[src/rtl/motor_relu_stream_if.sv]
// motor_relu_stream_if: valid/ready input and output streams of the activation stage
interface motor_relu_stream_if #(
  parameter int W = 18,
  parameter int CH = 2
);
  logic [CH*W-1:0] in_data;
  logic            in_valid;
  logic            in_ready;
  logic [CH*W-1:0] out_data;
  logic            out_valid;
  logic            out_ready;
  modport slave (input in_data, in_valid, out_ready, output in_ready, out_data, out_valid);
  modport master (output in_data, in_valid, out_ready, input in_ready, out_data, out_valid);
endinterface

[src/rtl/motor_relu_stream.sv]
// motor_relu_stream: two-stage valid/ready ReLU / clipped / leaky / pass-through stage with saturating clip counter
module motor_relu_stream #(
  parameter int W = 18,
  parameter int I = 7,
  parameter int CH = 2,
  parameter int LEAK_SHIFT = 3,
  parameter int CLIP = 12288
) (
  input  logic                ap_clk,
  input  logic                ap_rst,
  input  logic [1:0]          cfg_mode,
  motor_relu_stream_if.slave  s,
  output logic [15:0]         clip_count
);
  if (I < 1 || I > W || LEAK_SHIFT < 1 || LEAK_SHIFT >= W) $error("motor_relu_stream: bad parameters");
  localparam logic signed [W-1:0] CLIP_V = W'(CLIP);
  logic            s1_valid_q;
  logic [CH*W-1:0] s1_data_q;
  logic [1:0]      s1_mode_q;
  logic [CH-1:0]   s1_neg_q, s1_clip_q, neg_d, clip_d, hit;
  logic            out_valid_q;
  logic [CH*W-1:0] out_data_q, res_d;
  logic [15:0]     clip_count_q, clip_count_d;
  logic [16:0]     sum;
  logic            s2_load, s1_adv, accept;
  assign s2_load    = !out_valid_q || s.out_ready;
  assign s1_adv     = s1_valid_q && s2_load;
  assign s.in_ready = !ap_rst && (!s1_valid_q || s2_load);
  assign accept     = s.in_valid && s.in_ready;
  assign s.out_data  = out_data_q;
  assign s.out_valid = out_valid_q;
  assign clip_count  = clip_count_q;
  for (genvar k = 0; k < CH; k++) begin : g_ch
    logic signed [W-1:0] x, sh;
    assign neg_d[k]  = s.in_data[k*W+W-1];
    assign clip_d[k] = $signed(s.in_data[k*W +: W]) > CLIP_V;
    assign x         = s1_data_q[k*W +: W];
    assign sh        = x >>> LEAK_SHIFT;
    assign hit[k]    = s1_clip_q[k] && s1_mode_q == 2'd1;
    always_comb
      res_d[k*W +: W] = s1_mode_q == 2'd3 ? x :
                        s1_neg_q[k] ? (s1_mode_q == 2'd2 ? sh : '0) :
                        hit[k] ? CLIP_V : x;
  end
  // Wide sum so a multi-channel increment saturates instead of wrapping
  always_comb begin
    sum = {1'b0, clip_count_q};
    for (int i = 0; i < CH; i++) sum = sum + 17'(hit[i]);
    clip_count_d = sum[16] ? 16'hFFFF : sum[15:0];
  end
  always_ff @(posedge ap_clk) begin
    if (ap_rst) begin
      s1_valid_q   <= 1'b0;
      out_valid_q  <= 1'b0;
      out_data_q   <= '0;
      clip_count_q <= '0;
    end else begin
      if (s.in_ready) s1_valid_q <= s.in_valid;
      if (s2_load) out_valid_q <= s1_valid_q;
      if (s1_adv) begin
        out_data_q   <= res_d;
        clip_count_q <= clip_count_d;
      end
    end
  end
  always_ff @(posedge ap_clk) begin
    if (accept) begin
      s1_data_q <= s.in_data;
      s1_mode_q <= cfg_mode;
      s1_neg_q  <= neg_d;
      s1_clip_q <= clip_d;
    end
  end
endmodule
[src/flat_wrapper.sv]
// flat-port wrapper written by rule: the top's interface ports become plain ports
module motor_relu_stream_flat 
#(
  parameter int W = 18,
  parameter int I = 7,
  parameter int CH = 2,
  parameter int LEAK_SHIFT = 3,
  parameter int CLIP = 12288
)
  (ap_clk, ap_rst, cfg_mode, clip_count, s_in_data, s_in_valid, s_out_ready, s_in_ready, s_out_data, s_out_valid);
  motor_relu_stream_if #(.W(W), .CH(CH)) s_i ();
  input  logic ap_clk;
  input  logic ap_rst;
  input  logic [1:0] cfg_mode;
  output logic [15:0] clip_count;
  input wire logic [$bits(s_i.in_data)-1:0] s_in_data;
  input wire logic [$bits(s_i.in_valid)-1:0] s_in_valid;
  input wire logic [$bits(s_i.out_ready)-1:0] s_out_ready;
  output wire logic [$bits(s_i.in_ready)-1:0] s_in_ready;
  output wire logic [$bits(s_i.out_data)-1:0] s_out_data;
  output wire logic [$bits(s_i.out_valid)-1:0] s_out_valid;
  assign s_i.in_data = s_in_data;
  assign s_i.in_valid = s_in_valid;
  assign s_i.out_ready = s_out_ready;
  assign s_in_ready = s_i.in_ready;
  assign s_out_data = s_i.out_data;
  assign s_out_valid = s_i.out_valid;
  motor_relu_stream #(.W(W), .I(I), .CH(CH), .LEAK_SHIFT(LEAK_SHIFT), .CLIP(CLIP)) u_core (.ap_clk(ap_clk), .ap_rst(ap_rst), .cfg_mode(cfg_mode), .s(s_i), .clip_count(clip_count));
endmodule
[config.mk]
export PLATFORM = sky130hd
export DESIGN_NAME = motor_relu_stream_flat
export DESIGN_NICKNAME = d
export VERILOG_FILES = /design/src/rtl/motor_relu_stream_if.sv /design/src/rtl/motor_relu_stream.sv /design/src/flat_wrapper.sv
export SDC_FILE = /design/constraint.sdc
export NUM_CORES = 1
export LEC_CHECK = 0
export ABC_AREA = 0
export CAP_MARGIN = 40
export CORE_ASPECT_RATIO = 1.1
export CORE_MARGIN = 2
export CORE_UTILIZATION = 44
export CTS_BUF_LIST = sky130_fd_sc_hd__clkbuf_16
export CTS_CLUSTER_DIAMETER = 30
export DETAILED_ROUTE_END_ITERATION = 10
export PLACE_DENSITY_LB_ADDON = 0.15
export SYNTH_ARGS = -nofsm -noshare
export SYNTH_HDL_FRONTEND = slang
export SYNTH_SLANG_ARGS = --single-unit
[constraint.sdc]
create_clock -name ap_clk -period 2.35 [get_ports ap_clk]
set_input_delay 0.3525 -clock ap_clk [delete_from_list [all_inputs] [get_ports ap_clk]]
set_output_delay 0.3525 -clock ap_clk [all_outputs]
set_load 0.005 [all_outputs]
### Word level (Yosys, flattened, before mapping)

Index checks and enable logic that the tools add are counted.

| storage, ports and cells | value |
|---|---|
| bits of input ports | 42 |
| word-level logic and storage cells | 34 |
| register bits | 96 |

| cells by class | value |
|---|---|
| add/subtract/negate cells | 2 |
| mux-type cells | 9 |
| order comparisons | 2 |
| eq/ne operators | 3 |
| reduce and logical (&&, ||, !) cells | 10 |

Operators with widths:

| kind | count |
|---|---|
| $mux 18 | 8 |
| $gt 18x15->1 const B | 2 |
| $add 16x1->17 | 1 |
| $add 17x1->17 | 1 |
| $mux 16 | 1 |
| $logic_and 1x1->1 | 5 |
| $eq 2x2->1 const B | 2 |
| $logic_not 1->1 | 3 |
| $eq 2x1->1 const B | 1 |
| $logic_or 1x1->1 | 2 |

### Longest topological paths before layout

Gate-level depths: netlist of run 1.

| depth | value |
|---|---|
| depth in word-level cells | 5 |
| depth in mapped cells | 9 |
| depth with buffers taken out | 7 |

### Least setup slack after synthesis of run 1

No wires, ideal clock.

| path | value |
|---|---|
| path type | register -> register |
| start point | register u_core.s1_mode_q[0] |
| end point | register u_core.clip_count_q[11] (netlist: u_core.clip_count[11]) |
| setup time | 75 ps |
| data arrival time | 2265 ps |
| path slack | 10 ps |
| cell stages (with the launch flop) | 10 |
| required time | 2275 ps |
| path buffers | 2 |
| cells stage by stage | edfxtp_1 -> clkbuf_1 -> nand3b_1 -> fa_1 -> inv_1 -> ha_1 -> nand3_2 -> or3_4 -> buf_6 -> a31oi_1 |

| on the way | value |
|---|---|
| word-level cells in the longest chain between the ends | 5 |
| elaborated cells between the ends (all ways) | 6 |
| those cells by class | add/sub (2); eq/ne (1); mux (1); reduce/logical (2) |

Ends and longest elaborated chain:

| what | RTL line | source |
|---|---|---|
| start: declaration | motor_relu_stream.sv:19 | `logic [1:0] s1_mode_q;` |
| start signal: assignment | motor_relu_stream.sv:69 | `s1_mode_q <= cfg_mode;` |
| $eq 2x1->1 (*) | motor_relu_stream.sv:39 | `assign hit[k] = s1_clip_q[k] && s1_mode_q == 2'd1;` |
| $logic_and 1x1->1 | motor_relu_stream.sv:39 |  |
| $add 16x1->17 | motor_relu_stream.sv:48 | `for (int i = 0; i < CH; i++) sum = sum + 17'(hit[i]);` |
| $add 17x1->17 (*) | motor_relu_stream.sv:48 |  |
| $mux 16 (*) | motor_relu_stream.sv:49 | `clip_count_d = sum[16] ? 16'hFFFF : sum[15:0];` |
| end signal: assignment | motor_relu_stream.sv:62 | `clip_count_q <= clip_count_d;` |
| end: declaration | motor_relu_stream.sv:23 | `logic [15:0] clip_count_q, clip_count_d;` |

Mark *: on every way between the ends. The rest lies on a longest branch, timed or not.
A chain may end at the register's enable or synchronous reset.

### Final worst setup path of run 1

| path | value |
|---|---|
| start point | register u_core.s1_mode_q[1] |
| end point | register u_core.clip_count_q[13] (netlist: u_core.clip_count[13]) |

The elaborated chain is that of the path after synthesis.

==> impl_results.md, run 1 <==
- Max Cap Violations: 0
- Reg2Reg Setup Slack: 0.14 ns
- Distinct cells, synth: 44
- Fin. Hold Viols: 0
- First-pass detailed-route iteration total: 4
- Worst hold endpoint: u_core.s.out_data[17]$_SDFFE_PP0P_
- Top post-synthesis cells by area: edfxtp_1 (32%), dfxtp_1 (29%), a221oi_1 (5.5%)
- Post-synth net total: around 400
- Hold Crit Depth: 2
- Most common cell in the netlist: dfxtp_1
- Sw Ratio: 21.99%
- Status: finished, final reports clean
- Post-synth top flop: dfxtp_1
- CP cell instances: nand3b_1 > fa_2 > inv_1 > ha_2 > nand3_2 > or3_4 > a31oi_1
- Yosys top cell by area: edfxtp_1
- Final ANT Viol Nets: 0
- Worst setup margin: 0.1428 ns
- H-Tree Level Count: 3
- Min-delay src: u_core.s.out_data[17]$_SDFFE_PP0P_
- Clock buffer depth: 2
- Cell Rows: 35
- RR Startpoint: u_core.s1_mode_q[1]$_DFFE_PP_
- EDFF count, synth: 40
- Cells after DPL: 549
- Tot Pwr: 3.737 mW
- Register area share after synthesis: 60.20%
- Vias in the first global route: 2941
- Synth top cells by count: dfxtp_1 (54), edfxtp_1 (40), nor3_1 (40)
- Crit path max fanout: 11
- DRC Markers: 0
- RD Place Congestion: 0.9473
- Clk_skew: 0.006037 ns
- Fraction of layout cells with a size suffix above 1: 8.150%
- Measured slew at the worst slew-check pin: 0.5951 ns
- Unrepaired setup endpoints after global routing: false
- Final wirelength: 8981 um
- DP HPWL: about 6400 um
- Clk Latency, worst-skew pair: 0.33 ns
- Yosys warning count: 0
- Final min period: 2.207 ns
- Post-CTS setup buffer count: 0
- Setup WS pre-CTS: 0.07486 ns
- Final period util: roughly 94%
- Ys async rst share: 0%
- Worst EP required: approximately 2.6 ns
- Pwr/cell area: ~720 mW/mm^2
- Worst hold path type: register to register
- Largest stage delay on the critical path: slightly below 0.5 ns
- Clock network power share: 41.6%
- R2r endpoint: u_core.clip_count[13]$_SDFFE_PP0P_
- Worst setup SP type: register
- IO Count: 96
- Slew Viols, Final: 0
- Grt total ovfl: 0
- Die outline width: roughly 90 um
- FF-to-FF path depth: 7
- Ant diodes: 0
- Largest net degree at the start of global routing: 55
- Netlist Area Pre-Place: 0.003791 sq mm
- Flop pwr share: 49.0%
- VDD IR-drop max: between 0.4 and 0.5 mV
- Setup TNS: 0 ns
- CTS buffer count: 9
- CTS Hold Buffers Added: 0
- Cells after Synth: 357
- Cell internal pwr: about 3 mW
- Die height: 101.4 um
- Net Sw Power: 821.9 uW
- Reg clk slew, reported paths: around 0.06 ns
- Crit-path slowest cell: or3_4
- Root Driver: clkbuf_16
- Layout area overhead: 36.63%
- Top cell type's share of synthesized area: a little under a third
- Nets: between 400 and 500
- Core area: 0.008364 sq mm
- Vias per cell: 5.575
- Initial Util: 45.33%
- Initial antenna violation count: 0
- First-pass GRT wire length: 14480 um
- Critical path class: register to register
- Critical Path End Type: register
- IO Port Bufs: 95
- Filler cells: 681
- Final std cells w/o fill: 565
- Resize count post-CTS: 0
- #FFs+latches synth: 94
- Clock Sinks: 94
- # setup viols final: 0
- GRT Resource Usage Total: 19.57%
- DR WL/cell: ~16 um
- Logic pwr share: 9.5%
- Max_slew headroom: 60.33%
- Die ar.: 0.009376 sq mm
- TritonCTS clock tree: done
- Via Count: 3150
- Crit path DAT: around 2.5 ns
- Achievable Freq: 0.4531 GHz
- DRT iter0 DRCs: between 200 and 250
- Leakage: 1.796 nW
- Post-Syn Area per Cell: 10.62 sq um
[layout make-up]
type | count | area (sq um) | area share [%]
multi-input combinational | 231 | 1375 | 26.55
tap | 111 | 138.9 | 2.681
inverter | 8 | 30.03 | 0.5797
timing repair buffer | 105 | 1033 | 19.95
clock buffer | 9 | 225.2 | 4.348
sequential | 94 | 2282 | 44.06
clock inverter | 7 | 95.09 | 1.836
[registers in the layout, summed over array words and instances (netlist names)]
name	flops
u_core.s1_clip_q	2
u_core.s1_mode_q	2
u_core.s1_data_q	34
u_core.clip_count	16
u_core.s.out_valid	1
u_core.s.out_data	36
u_core.s1_valid_q	1
u_core.s1_neg_q	2
[metal layers]
layer	global-route usage, %	wire (um)
met1	25.96	3935
met2	32.68	4427
met3	4.390	528
met4	5.281	89
met5	0	0
[critical path: cells and delay by family (launching register included)]
kind / cells / cell delay, ns
AO/OA/AOI/OAI: 1 / 0.18
adder cells (fa/ha/maj): 2 / 0.62
buffers and inverters: 1 / 0.07
flip-flops: 1 / 0.40
AND/OR/NAND/NOR: 3 / 0.87
[layout by cell type, fill, tap and decap left out, drive strengths merged, types with 3 or more instances in the layout]
cell type       n
a211oi          5
a21oi          24
a221oi         24
a31oi           8
and2            4
and3            3
buf            11
clkbuf          9
clkdlybuf4s50  94
clkinv          3
dfxtp          54
edfxtp         40
inv            10
nand2          21
nand3           8
nand3b          4
nand4           6
nor2           39
nor3           40
nor4           10
o21ai           8
xor2            5
[cells by family after synthesis]
family,synth area share [%]
adder cells (fa/ha/maj),0.8581
AO/OA/AOI/OAI,14.06
buffers and inverters,3.663
AND/OR/NAND/NOR,20.07
flip-flops,60.20
XOR/XNOR,1.155
[per-stage QoR]
| stage | area [sq um] | hold WS [ns] | utilization, % |
|---|---|---|---|
| 4_1_cts | 5175 | 0.4707 | 61.87 |
| 2_1_floorplan | 3791 | 0.4514 | - |
| 6_report | 5180 | 0.4787 | 61.93 |
| 3_3_place_gp | 4855 | 0.4646 | 58.04 |
| 5_1_grt | 5180 | 0.4866 | 61.93 |
| 3_5_place_dp | 4855 | 0.4624 | 58.04 |
[worst max path at each step]
stage	from	endpoint	cells past startpoint
global placement	u_core.s1_mode_q[1]$_DFFE_PP_	u_core.clip_count[13]$_SDFFE_PP0P_	7
CTS	u_core.s1_mode_q[1]$_DFFE_PP_	u_core.clip_count[13]$_SDFFE_PP0P_	7
global route	u_core.s1_mode_q[1]$_DFFE_PP_	u_core.clip_count[13]$_SDFFE_PP0P_	7
detailed placement	u_core.s1_mode_q[1]$_DFFE_PP_	u_core.clip_count[13]$_SDFFE_PP0P_	7
finish	u_core.s1_mode_q[1]$_DFFE_PP_	u_core.clip_count[13]$_SDFFE_PP0P_	7
floorplan	u_core.s1_mode_q[0]$_DFFE_PP_	u_core.clip_count[11]$_SDFFE_PP0P_	9
[power groups by stage]
stage	logic (mW)	registers [mW]	clock network [mW]
2_1_floorplan	0.147	1.86	0
3_3_place_gp	0.352	1.86	0
3_5_place_dp	0.357	1.87	0
4_1_cts	0.358	1.83	1.57
5_1_grt	0.392	1.84	1.64
6_report	0.354	1.83	1.55
Power figures use the tool's default switching activity.
==> run 2: changes to the inputs <==
Settings changed: ABC_CLOCK_PERIOD_IN_PS set to 2350, SKIP_CTS_REPAIR_TIMING set to 1.
==> results of run 2 <==
The final DEF is identical to that of run 1; final timing and power are the same.
